<file path="config.mk">
export PLATFORM = sky130hd
export DESIGN_NAME = led_display_scheduler
export DESIGN_NICKNAME = d
export VERILOG_FILES = /design/src/rtl/led_display_scheduler.sv
export SDC_FILE = /design/constraint.sdc
export NUM_CORES = 1
export LEC_CHECK = 0
export ABC_AREA = 1
export BUFFER_PORTS_ARGS = -buffer_cell sky130_fd_sc_hd__buf_4
export CAP_MARGIN = 30
export CORE_AREA = 2 2 128 130
export CTS_BUF_LIST = sky130_fd_sc_hd__clkbuf_8
export DETAILED_ROUTE_END_ITERATION = 10
export DIE_AREA = 0 0 130 132
export PLACE_DENSITY = 0.56
export SLEW_MARGIN = 20
export SYNTH_ARGS = -nofsm -noshare
export SYNTH_HDL_FRONTEND = slang
export SYNTH_SLANG_ARGS = --single-unit
</file>
<file path="constraint.sdc">
create_clock -name sys_clk -period 1.81 [get_ports sys_clk]
set_input_delay 0.181 -clock sys_clk [delete_from_list [all_inputs] [get_ports sys_clk]]
set_output_delay 0.181 -clock sys_clk [all_outputs]
set_load 0.05 [all_outputs]
</file>
<file path="src/rtl/led_display_scheduler.sv">
// Round-robin time-sharing of the 16-bit LED bank between NUM_SRC requesters.
// Each grant holds its captured pattern for HOLD_CYCLES; a heartbeat fills idle time.
//
// state | meaning
// IDLE  | no display owner; LEDs show the heartbeat bit
// SHOW  | a granted pattern is held on the LEDs until hold_cnt reaches 0
module led_display_scheduler #(
  parameter int NUM_SRC     = 3,
  parameter int HOLD_CYCLES = 100_000_000,
  parameter int HB_CYCLES   = 50_000_000,
  localparam int SRC_W      = (NUM_SRC > 1) ? $clog2(NUM_SRC) : 1
) (
  input  logic                   sys_clk,
  input  logic                   rst_n,
  input  logic [NUM_SRC-1:0]     req,
  input  logic [16*NUM_SRC-1:0]  pattern,
  output logic [NUM_SRC-1:0]     ack,
  output logic                   busy,
  output logic [SRC_W-1:0]       active_src,
  output logic [15:0]            led
);

  localparam int HOLD_W = $clog2(HOLD_CYCLES);
  localparam int HB_W   = (HB_CYCLES > 1) ? $clog2(HB_CYCLES) : 1;
  localparam logic [HOLD_W-1:0] HOLD_LAST = HOLD_W'(HOLD_CYCLES - 1);
  localparam logic [HB_W-1:0]   HB_LAST   = HB_W'(HB_CYCLES - 1);
  localparam logic [SRC_W-1:0]  SRC_LAST  = SRC_W'(NUM_SRC - 1);

  typedef enum logic {IDLE, SHOW} state_t;

  state_t            state, next_state;
  logic [HOLD_W-1:0] hold_cnt, hold_nxt;
  logic [HB_W-1:0]   hb_cnt;
  logic              hb_bit;
  logic [SRC_W-1:0]  rr_last, rr_nxt;
  logic [15:0]       led_nxt;
  logic [NUM_SRC-1:0] ack_nxt;
  logic [SRC_W-1:0]  active_nxt;

  logic [15:0]       pat_slot [NUM_SRC];
  logic              arb;
  logic              grant_valid;
  logic [SRC_W-1:0]  grant_idx;
  logic [SRC_W-1:0]  cand_idx;

  for (genvar i = 0; i < NUM_SRC; i++) begin : g_slot
    assign pat_slot[i] = pattern[16*i +: 16];
  end

  // Search starts one past the last winner so every requester gets a turn.
  always_comb begin
    grant_valid = 1'b0;
    grant_idx   = '0;
    cand_idx    = '0;
    for (int i = 1; i <= NUM_SRC; i++) begin
      cand_idx = SRC_W'((int'(rr_last) + i) % NUM_SRC);
      if (!grant_valid && req[cand_idx]) begin
        grant_valid = 1'b1;
        grant_idx   = cand_idx;
      end
    end
  end

  assign arb  = grant_valid && ((state == IDLE) || (hold_cnt == '0));
  assign busy = (state == SHOW);

  always_ff @(posedge sys_clk or negedge rst_n) begin
    if (!rst_n) state <= IDLE;
    else        state <= next_state;
  end

  always_comb begin
    next_state = state;
    case (state)
      IDLE: if (arb) next_state = SHOW;
      SHOW: if (hold_cnt == '0 && !arb) next_state = IDLE;
      default: next_state = IDLE;
    endcase
  end

  // Leaving SHOW without a new grant loads the heartbeat on the same edge,
  // so a display lasts exactly HOLD_CYCLES.
  always_comb begin
    led_nxt    = led;
    ack_nxt    = '0;
    active_nxt = active_src;
    rr_nxt     = rr_last;
    hold_nxt   = hold_cnt;
    if (arb) begin
      led_nxt             = pat_slot[grant_idx];
      ack_nxt[grant_idx]  = 1'b1;
      active_nxt          = grant_idx;
      rr_nxt              = grant_idx;
      hold_nxt            = HOLD_LAST;
    end else if (state == SHOW && hold_cnt != '0) begin
      hold_nxt = hold_cnt - 1'b1;
    end else begin
      led_nxt = {15'b0, hb_bit};
    end
  end

  always_ff @(posedge sys_clk or negedge rst_n) begin
    if (!rst_n) begin
      led        <= '0;
      ack        <= '0;
      active_src <= '0;
      rr_last    <= SRC_LAST;
      hold_cnt   <= '0;
    end else begin
      led        <= led_nxt;
      ack        <= ack_nxt;
      active_src <= active_nxt;
      rr_last    <= rr_nxt;
      hold_cnt   <= hold_nxt;
    end
  end

  always_ff @(posedge sys_clk or negedge rst_n) begin
    if (!rst_n) begin
      hb_cnt <= '0;
      hb_bit <= 1'b0;
    end else if (hb_cnt == HB_LAST) begin
      hb_cnt <= '0;
      hb_bit <= ~hb_bit;
    end else begin
      hb_cnt <= hb_cnt + 1'b1;
    end
  end

endmodule

</file>
==> out/results.tsv, run 1 <==
stage	metric	value	unit
layout	utilization	43.05	%
timing	layout_setup_ws	-0.1914	ns
setup_path	r2r-start	rr_last[1]$_DFFE_PN1P_	
route	wl	13180	um
route	via_per_inst	4.487	
setup_path	reg2reg_to	led[10]$_DFFE_PN0P_	
timing	period_share	110.6	%
timing	drv_slew	0	
clock_network	clk_pin_slew	0.08	ns
route	vias	4707	
yosys	ys_ff_latch	77	
die	die_area	0.01716	mm^2
power_and_ir_drop	leakagePower	3.412	nW
yosys	ys_dominant_reg_cell	dfrtp_1	
setup_path	endpoint_kind	register	
min_path	hp-start	pattern[2]	
yosys	yosysMostFrequentCell	nand2_1	
setup_path	r2r_slack	-0.19	ns
route	drc_errors	0	
power_and_ir_drop	power.internal	2.627	mW
timing	maxSlewHeadroom	63.37	%
clock_network	clock_latency	0.37	ns
setup_path	cp-start-kind	register	
clock_network	cts_buffers	9	
global_route	grt_pass1_vias	4541	
yosys	synthCells	662	
die	fp-row-count	46	
setup_path	crit_arrival	2.32	ns
power_and_ir_drop	pwr-share-clk	42.0	%
timing	fin_crit	2.001	ns
power_and_ir_drop	seq_power_share	49.9	%
route	drtPass1Iterations	4	
setup_path	max_stage_delay	0.58	ns
min_path	hold_depth	5	
placed_design	gp_congestion	0.9196	
power_and_ir_drop	combPwrFrac	8.1	%
yosys	syn_nets	721	
die	initial_core_util	29.76	%
layout	final_nets	887	
yosys	synthTopCellsByArea	dfrtp_1 41%, nand2_1 15%, nand3_1 7.6%	
setup_path	reg2reg_depth	12	
global_route	grt_max_degree	40	
clock_network	h-tree-depth	3	
layout	antenna_cells	0	
power_and_ir_drop	swShare	23.75	%
yosys	synth_common_cells	192 x nand2_1, 90 x nor2_1, 77 x inv_1	
yosys	synth_edf_count	0	
clock_network	cts_tree	done	
route	postRouteAntennaNets	0	
timing	clock.fmax	499.6	MHz
setup_path	cp_max_fo	7	
min_path	worstHoldEndpoint	led[2]$_DFFE_PN0P_	
die	die_h	132	um
setup_path	path_cells	ha_4 -> o21ai_2 -> nand2_4 -> nand2_4 -> nor2_4 -> inv_2 -> nand2_8 -> nor2_4 -> buf_12 -> clkbuf_16 -> nand2_1 -> nand2_1	
global_route	grt_overflow_total	0	
placed_design	hpwl	9425	um
die	io_pins	75	
power_and_ir_drop	power_density	509.4	mW/mm^2
timing	worstMarginPinSlew	0.5494	ns
timing	setup_violations	43	
setup_path	crit_type	register to register	
layout	fin_area	0.006764	mm^2
timing	hold_viol	0	
yosys	yosysWarnings	0	
outcome	violations	setup timing	
timing	skew	0.008030	ns
die	core	0.01571	mm^2
yosys	syn_area	0.004676	mm^2
clock_network	clock-sinks	77	
global_route	antenna_found_initial	0	
route	drt_iter0_drc	236	
route	post_drt_wl_per_cell	12.56	um
setup_path	crit_required	2.12	ns
clock_network	cts-root-buf	clkbuf_8	
layout	area_growth	44.66	%
yosys	avgSynthCellArea	7.063	um^2
die	die_w	130	um
global_route	grt_pass1_wl	21470	um
yosys	yosysTopAreaCell	dfrtp_1	
yosys	async_flop_share	100.0	%
clock_network	clockBufferDepth	2	
yosys	synth.distinct_cells	32	
layout	final_layout_size_suffix_gt1_share	32.41	%
power_and_ir_drop	ir_drop	318.4	uV
power_and_ir_drop	switchingPower	0.8184	mW
setup_path	cpMaxStageDelayCell	dfstp_2	
min_path	min-delay-path-class	primary input to register	
yosys	ys_seq_area_share	41.24	%
global_route	grt_usage	15.57	%
placed_design	port_buffers	74	
outcome	status	complete, but fails checks	
placed_design	place_area	0.006041	mm^2
yosys	synth.top_cell.area_share	40.67	%
timing	rsz0062_at_grt	true	
run	max_cap_viol_count	0	
## worst max-delay path: cells and delay by family, from the launching register on
family | cells | cell delay, ns
buffers and inverters | 3 | 0.36
AO/OA/AOI/OAI | 1 | 0.20
adder cells (fa/ha/maj) | 1 | 0.24
AND/OR/NAND/NOR | 7 | 0.55
flip-flops | 1 | 0.58
## sequential cells by signal, indices dropped and copies added (netlist names)
name and cells:
hb_bit 1, hold_cnt 27, led 16, hb_cnt 26, busy 1, rr_last 1, ack 3, active_src 2
## cell families (layout without fill, tap and decap cells)
logic type	Yosys count	after routing	synth area share, %
simple gates	402	403	37.46
buf+inv	106	276	10.06
compound gates	47	47	5.138
fa+ha+maj	6	6	1.606
xor+xnor	24	24	4.496
flops	77	77	41.24
## through the flow
step	hold slack (ns)	worst slack (ns)	setup TNS [ns]	power (mW)	cells
finish	0.1021	-0.1914	-4.863	3.445	1049
global route	0.1178	-0.2567	-8.601	3.598	1049
CTS	0.08515	-0.1520	-3.394	3.489	1037
detailed placement	0.2138	-0.2243	-6.145	2.009	1013
global placement	0.2108	-0.1933	-4.675	2.010	1013
floorplan	-0.1146	-0.1428	-4.289	1.844	662
## power by group through the flow
stage          Combinational [mW]  Clock (mW)  Sequential (mW)
6_report                    0.280        1.45             1.72
3_5_place_dp                0.256           0             1.75
2_1_floorplan              0.0905           0             1.75
3_3_place_gp                0.257           0             1.75
4_1_cts                     0.273        1.50             1.72
5_1_grt                     0.312        1.57             1.72
## what timing repair did
action | 4_1_cts | 5_1_grt
setup buffers | 7 | 11
gates resized for setup | 35 | 57
endpoints found under the hold margin | 37 | 0
cloned | 0 | 3
pin swaps | 5 | 16
hold buffers | 1 | 0
setup endpoints to repair | 49 | 53
## routing by layer
layer / wire length (um) / global-route usage [%] / up-vias
li1: - / - / 2430
met1: 6433 / 21.82 / 2147
met2: 5872 / 23.65 / 115
met3: 666 / 3.247 / 15
met4: 204 / 5.615 / 0
met5: 0 / 0 / -
## cell usage in the layout (no fill, tap or decap), types with 3 or more instances in the layout
cell,n
nand2_1,176
buf_4,148
dfrtp_1,76
nor2_1,75
inv_1,70
nand3_1,64
o21ai_1,22
xor2_1,19
nand2_2,17
inv_2,16
nand4_1,14
nor2_2,11
nor3_1,11
buf_6,10
clkbuf_8,9
nor2_4,8
o21ai_0,8
nand3_2,7
nor4_1,7
a21oi_1,7
nand2_4,6
buf_12,6
xnor2_1,5
o21ai_2,4
a21oi_2,3
ha_4,3
ha_1,3
buf_8,3
## worst max path at each step
stage	start	to	slack [ns]
2_1_floorplan	rr_last[1]$_DFFE_PN1P_	led[7]$_DFFE_PN0P_	-0.14
3_3_place_gp	rr_last[1]$_DFFE_PN1P_	led[11]$_DFFE_PN0P_	-0.19
5_1_grt	rr_last[1]$_DFFE_PN1P_	led[10]$_DFFE_PN0P_	-0.26
6_report	rr_last[1]$_DFFE_PN1P_	led[10]$_DFFE_PN0P_	-0.19
3_5_place_dp	rr_last[1]$_DFFE_PN1P_	led[14]$_DFFE_PN0P_	-0.22
4_1_cts	rr_last[1]$_DFFE_PN1P_	led[1]$_DFFE_PN0P_	-0.15
## area by class of cell
cell class	instances	area, um^2
inverters	90	350.3
clock buffers	9	123.9
repair buffers	170	1449
multi-input cells	480	2552
well taps	216	270.3
fillers	1585	8949
clock inverters	7	90.09
flip-flops and latches	77	1928
(Power assumes the default switching activity.)
==> run 2: changes to the inputs <==
--- a/config.mk
+++ b/config.mk
@@ -8,11 +8,11 @@
 export ABC_AREA = 1
 export BUFFER_PORTS_ARGS = -buffer_cell sky130_fd_sc_hd__buf_4
 export CAP_MARGIN = 30
-export CORE_AREA = 2 2 128 130
+export CORE_AREA = 2 2 148 114
 export CTS_BUF_LIST = sky130_fd_sc_hd__clkbuf_8
 export DETAILED_ROUTE_END_ITERATION = 10
-export DIE_AREA = 0 0 130 132
-export PLACE_DENSITY = 0.56
+export DIE_AREA = 0 0 150 116
+export PLACE_DENSITY = 0.54
 export SLEW_MARGIN = 20
 export SYNTH_ARGS = -nofsm -noshare
 export SYNTH_HDL_FRONTEND = slang
==> constraint.sdc (replaced) <==
create_clock -name sys_clk -period 2.3 [get_ports sys_clk]
set_input_delay 0.23 -clock sys_clk [delete_from_list [all_inputs] [get_ports sys_clk]]
set_output_delay 0.23 -clock sys_clk [all_outputs]
set_load 0.05 [all_outputs]
==> run 2 against run 1 <==
  * The flow now finishes without violations
  * Critical path depth grew 1
  * Worst hold slack gained 0.044 ns
  * Sequential share of layout area grew 4.9 points
  * Count of clock-buffer cells in the layout grew 2
  * Utilization shrank 6.5 points
  * Sequential power shrank 22%
  * Clock power shrank 19%
  * Design area shrank 15%
  * Flip-flop and latch count is the same
  * Clock skew grew 0.0027 ns
  * Non-clock buffer count shrank 79
  * Worst setup slack gained 0.35 ns
  * Critical path type unchanged
==> out/results.tsv, run 2 (synthesis gave the netlist of run 1 again) <==
stage	metric	value	unit
clock_network	clockBufferDepth	2	
setup_path	crit_required	2.60	ns
clock_network	cts_buffers	9	
power_and_ir_drop	leakagePower	2.954	nW
layout	final_nets	807	
route	drtPass1Iterations	5	
timing	hold_viol	0	
clock_network	clock-sinks	77	
placed_design	pre_cts_ws	0.09446	ns
placed_design	place_area	0.005489	mm^2
clock_network	clock_latency	0.37	ns
placed_design	gp_congestion	0.8984	
global_route	grt_overflow_total	0	
timing	worstMarginPinSlew	0.5092	ns
die	die_h	116	um
layout	final_cell_mix	191 x nand2_1, 89 x nor2_1, 87 x buf_4	
timing	skew	0.01077	ns
run	max_cap_viol_count	0	
clock_network	cts-root-buf	clkbuf_8	
setup_path	cp-start-kind	register	
timing	fin_crit	2.139	ns
clock_network	clk_pin_slew	0.08	ns
layout	antenna_cells	0	
global_route	grt_usage	14.98	%
power_and_ir_drop	swShare	22.62	%
layout	multi_input_area	0.002295	mm^2
min_path	min-delay-path-class	primary input to register	
timing	setup_violations	0	
layout	largest_reg_flops	27	
timing	maxSlewHeadroom	65.79	%
layout	final_layout_size_suffix_gt1_share	17.80	%
placed_design	hpwl	9094	um
power_and_ir_drop	pwr-share-clk	43.3	%
layout	fill_cells	1724	
setup_path	endpoint_kind	register	
route	post_drt_wl_per_cell	12.65	um
timing	layout_setup_ws	0.1611	ns
layout	utilization	36.50	%
setup_path	r2r_slack	0.16	ns
die	fp-row-count	40	
layout	finalNonFillerCells	963	
power_and_ir_drop	total_power	2.721	mW
die	core	0.01582	mm^2
global_route	grt_max_degree	45	
placed_design	port_buffers	74	
route	drt_iter0_drc	258	
setup_path	crit_arrival	2.44	ns
global_route	grt_pass1_vias	4101	
clock_network	cts_tree	done	
global_route	grt_pass1_wl	20410	um
layout	reg_top3	hold_cnt x27, hb_cnt x26, led x16	
route	postRouteAntennaNets	0	
clock_network	h-tree-depth	3	
layout	fin_area	0.005773	mm^2
timing	rsz0062_at_grt	false	
timing	worst_hold_slack	0.1457	ns
power_and_ir_drop	switchingPower	0.6154	mW
die	initial_core_util	29.56	%
route	via_per_inst	4.482	
setup_path	crit_type	register to register	
layout	final_common_cell	nand2_1	
die	die_area	0.01740	mm^2
setup_path	max_stage_delay	0.57	ns
power_and_ir_drop	combPwrFrac	7.0	%
global_route	antenna_found_initial	0	
setup_path	cpMaxStageDelayCell	dfstp_2	
layout	area.sequential	0.001928	mm^2
route	vias	4316	
placed_design	dpl.cell_count	942	
layout	area_growth	23.47	%
route	wl	12180	um
die	io_pins	75	
power_and_ir_drop	power_density	471.3	mW/mm^2
timing	period_share	92.99	%
power_and_ir_drop	ir_drop	209.8	uV
timing	clock.fmax	467.5	MHz
setup_path	path_cells	inv_1 -> ha_1 -> inv_2 -> nand3_1 -> nand2_2 -> buf_4 -> nand3_1 -> nand3_2 -> buf_4 -> nand3_1 -> nand2_1 -> nand2_1 -> nand2_1	
setup_path	cp_max_fo	16	
timing	tns	0	ns
power_and_ir_drop	seq_power_share	49.7	%
layout	regMostFlops	hold_cnt	
die	die_w	150	um
route	drc_errors	0	
timing	drv_slew	0	
outcome	status	complete, no violations	
power_and_ir_drop	power.internal	2.106	mW
==> run 2: layer usage <==
metal / routed length [um] / share of wire, % / GRT usage, %
met1: 6316 / 52 / 22.06
met3: 875 / 7.2 / 4.646
met2: 4852 / 40 / 20.70
met5: 0 / 0 / 0
met4: 134 / 1.1 / 4.843
==> run 2: worst paths after layout <==
kind / start / to / depth (start not counted)
setup / recovery: rr_last[1]$_DFFE_PN1P_ / led[10]$_DFFE_PN0P_ / 13
hold / removal: pattern[3] / led[3]$_DFFE_PN0P_ / 5
setup reg to reg: rr_last[1]$_DFFE_PN1P_ / led[10]$_DFFE_PN0P_ / 13
hold reg to reg: hold_cnt[1]$_DFFE_PN0P_ / hold_cnt[1]$_DFFE_PN0P_ / 2
max in group asynchronous: rst_n / hb_cnt[24]$_DFF_PN0_ / 3
min in group asynchronous: rst_n / hold_cnt[4]$_DFFE_PN0P_ / 2
==> run 2: area by class of cell <==
class | count | share of cell area (%)
inverter | 90 | 5.852
tap | 210 | 4.551
timing repair buffer | 91 | 12.53
sequential | 77 | 33.40
clock buffer | 11 | 2.622
multi-input combinational | 479 | 39.75
clock inverter | 5 | 1.300
==> run 2: power by group through the flow <==
| stage | Clock (mW) | Combinational (mW) | Sequential, mW |
|---|---|---|---|
| 3_5_place_dp | 0 | 0.188 | 1.38 |
| 2_1_floorplan | 0 | 0.0692 | 1.38 |
| 4_1_cts | 1.24 | 0.190 | 1.35 |
| 5_1_grt | 1.28 | 0.214 | 1.35 |
| 3_3_place_gp | 0 | 0.190 | 1.38 |
| 6_report | 1.18 | 0.190 | 1.35 |
==> run 2: timing repair <==
item	in CTS	in global routing
resized for setup	0	4
setup buffers	0	4
setup endpoints to repair	0	30
hold buffers	1	0
hold endpoints to repair	32	0
==> run 2: critical path, delay by kind of cell, from the launching register on <==
kind | cells | cell delay, ns
adder cells (fa/ha/maj) | 1 | 0.23
buffers and inverters | 4 | 0.52
flip-flops | 1 | 0.57
AND/OR/NAND/NOR | 8 | 0.74
==> run 3: changes to the inputs <==
--- a/config.mk
+++ b/config.mk
@@ -8,11 +8,13 @@
 export ABC_AREA = 1
 export BUFFER_PORTS_ARGS = -buffer_cell sky130_fd_sc_hd__buf_4
 export CAP_MARGIN = 30
+export CELL_PAD_IN_SITES_DETAIL_PLACEMENT = 1
+export CELL_PAD_IN_SITES_GLOBAL_PLACEMENT = 1
 export CORE_AREA = 2 2 148 114
 export CTS_BUF_LIST = sky130_fd_sc_hd__clkbuf_8
 export DETAILED_ROUTE_END_ITERATION = 10
 export DIE_AREA = 0 0 150 116
-export PLACE_DENSITY = 0.54
+export PLACE_DENSITY = 0.68
 export SLEW_MARGIN = 20
 export SYNTH_ARGS = -nofsm -noshare
 export SYNTH_HDL_FRONTEND = slang
==> constraint.sdc (replaced) <==
create_clock -name sys_clk -period 2.3 [get_ports sys_clk]
set_input_delay 0.23 -clock sys_clk [delete_from_list [all_inputs] [get_ports sys_clk]]
set_output_delay 0.23 -clock sys_clk [all_outputs]
set_load 0.01 [all_outputs]
==> run 3 against run 2 <==
  * Worst setup slack worse by 0.022 ns
  * Power down 3.8%
  * Largest cell class unchanged
  * Die area unchanged
  * Flip-flop and latch count unchanged
  * Design area about the same
==> out/results.tsv, run 3 (synthesis gave the netlist of run 1 again) <==
stage	metric	value	unit
outcome	status	complete, no violations	
placed_design	dpl.cell_count	943	
global_route	grt_pass1_vias	4821	
min_path	min-delay-path-class	primary input to register	
layout	antenna_cells	0	
placed_design	port_buffers	74	
setup_path	cp_common_cell	nand2_1	
setup_path	crit_type	register to register	
power_and_ir_drop	power.internal	1.942	mW
power_and_ir_drop	leakagePower	2.927	nW
power_and_ir_drop	switchingPower	0.6757	mW
layout	largest_reg_flops	27	
setup_path	r2r-start	rr_last[1]$_DFFE_PN1P_	
setup_path	critPathTopFamily	simple AND/OR/NAND/NOR gates	
clock_network	clock-sinks	77	
die	io_pins	75	
timing	hold_viol	0	
die	die_w	150	um
timing	skew	0.01050	ns
die	die_area	0.01740	mm^2
layout	final_layout_size_suffix_gt1_share	18.28	%
layout	finalNonFillerCells	965	
layout	reg_top3	hold_cnt x27, hb_cnt x26, led x16	
setup_path	crit_arrival	2.44	ns
route	post_drt_wl_per_cell	14.93	um
setup_path	path_cells	inv_1 -> ha_2 -> inv_2 -> nand3_1 -> nand2_1 -> nand4_2 -> buf_4 -> nand3_1 -> nand2_1 -> nand2_1 -> nand2_1	
layout	final_cell_mix	192 x nand2_1, 89 x nor2_1, 89 x buf_4	
die	core	0.01582	mm^2
setup_path	cp.depth	11	
die	die_h	116	um
route	vias	4561	
setup_path	cp_max_fo	12	
power_and_ir_drop	seq_power_share	51.7	%
power_and_ir_drop	ir_drop	228.2	uV
clock_network	clk_pin_slew	0.09	ns
route	drtPass1Iterations	4	
setup_path	max_stage_delay	0.58	ns
layout	fill_cells	2029	
clock_network	cts_buffers	9	
clock_network	cts_tree	done	
timing	setup_violations	0	
timing	worst_hold_slack	0.1324	ns
timing	rsz0062_at_grt	true	
clock_network	clockBufferDepth	2	
route	postRouteAntennaNets	0	
power_and_ir_drop	combPwrFrac	7.4	%
layout	area_growth	23.39	%
die	initial_core_util	29.56	%
route	drc_errors	0	
clock_network	cts-root-buf	clkbuf_8	
clock_network	clock_latency	0.38	ns
die	fp-row-count	40	
timing	maxSlewHeadroom	67.67	%
setup_path	endpoint_kind	register	
global_route	grt_max_degree	48	
setup_path	r2r_slack	0.14	ns
run	max_cap_viol_count	0	
timing	fin_crit	2.160	ns
setup_path	cp-start-kind	register	
placed_design	gp_congestion	0.8236	
setup_path	critPathBufInv	3	
timing	clock.fmax	462.9	MHz
setup_path	reg2reg_depth	11	
setup_path	reg2reg_to	led[9]$_DFFE_PN0P_	
layout	final_common_cell	nand2_1	
global_route	grt_usage	17.75	%
layout	final_nets	809	
setup_path	worstSetupEndpoint	led[9]$_DFFE_PN0P_	
global_route	grt_pass1_wl	24290	um
route	wl	14410	um
timing	period_share	93.93	%
power_and_ir_drop	power_density	453.7	mW/mm^2
timing	drv_slew	0	
clock_network	h-tree-depth	3	
setup_path	crit_path_start	rr_last[1]$_DFFE_PN1P_	
layout	regMostFlops	hold_cnt	
placed_design	hpwl	11020	um
setup_path	crit_required	2.58	ns
global_route	antenna_found_initial	0	
global_route	grt_overflow_total	0	
power_and_ir_drop	pwr-share-clk	40.9	%
route	drt_iter0_drc	242	
route	via_per_inst	4.726	
power_and_ir_drop	swShare	25.82	%
timing	worstMarginPinSlew	0.4812	ns
setup_path	cpMaxStageDelayCell	dfstp_2	
-- run 3: final cells by class --
class	count	area (um^2)	area share (%)
clock buffers	9	123.9	2.147
clock inverters	7	76.32	1.323
inverters	90	337.8	5.856
multi-input cells	479	2302	39.90
flip-flops and latches	77	1928	33.42
well taps	210	262.8	4.554
repair buffers	93	738.2	12.80
-- run 3: worst min path at each step --
stage / from / endpoint / slack [ns] / cells past startpoint
after global placement: rst_n / hold_cnt[3]$_DFFE_PN0P_ / 0.22 / 1
after global routing: pattern[32] / led[0]$_DFFE_PN0P_ / 0.14 / 3
after floorplan: rst_n / ack[0]$_DFF_PN0_ / -0.07 / 0
after CTS: pattern[15] / led[15]$_DFFE_PN0P_ / 0.12 / 5
final: pattern[15] / led[15]$_DFFE_PN0P_ / 0.13 / 5
after detailed placement: rst_n / hold_cnt[2]$_DFFE_PN0P_ / 0.22 / 1
-- run 3: timing repair --
| action | CTS | global route |
|---|---|---|
| endpoints found under the hold margin | 29 | 0 |
| resized for setup | 0 | 5 |
| setup endpoints to repair | 0 | 47 |
| hold buffers | 1 | 0 |
| setup buffers | 0 | 5 |
-- run 3: per-layer routing --
layer	vias up	GRT usage [%]	part of all wire [%]
met2	86	27.15	42
met3	11	4.803	4.7
met1	2206	25.17	52
met4	0	3.899	0.93
li1	2258	-	-
met5	-	0	0
-- run 3: worst reg2reg max path, delay by kind of cell (launching register included) --
kind	cells	cell delay, ns
buffers and inverters	3	0.46
flip-flops	1	0.58
adder cells (fa/ha/maj)	1	0.20
AND/OR/NAND/NOR	7	0.84
-- run 3: metrics by stage --
| stage | worst slack (ns) | TNS, ns | area (um^2) | utilization (%) | power, mW |
|---|---|---|---|---|---|
| after detailed placement | 0.02308 | 0 | 5497 | 34.75 | 1.573 |
| final | 0.1396 | 0 | 5769 | 36.48 | 2.617 |
| after global routing | -0.01458 | -0.02270 | 5769 | 36.48 | 2.738 |
| after CTS | 0.004564 | 0 | 5707 | 36.08 | 2.664 |
| after global placement | 0.1793 | 0 | 5497 | 34.75 | 1.571 |
| after floorplan | 0.3158 | 0 | 4676 | - | 1.449 |
-- run 3: power groups by stage --
stage	Sequential, mW	Clock [mW]	Combinational [mW]
after global routing	1.35	1.17	0.218
after CTS	1.35	1.12	0.196
final	1.35	1.07	0.194
after floorplan	1.38	0	0.0692
after detailed placement	1.38	0	0.193
after global placement	1.38	0	0.191
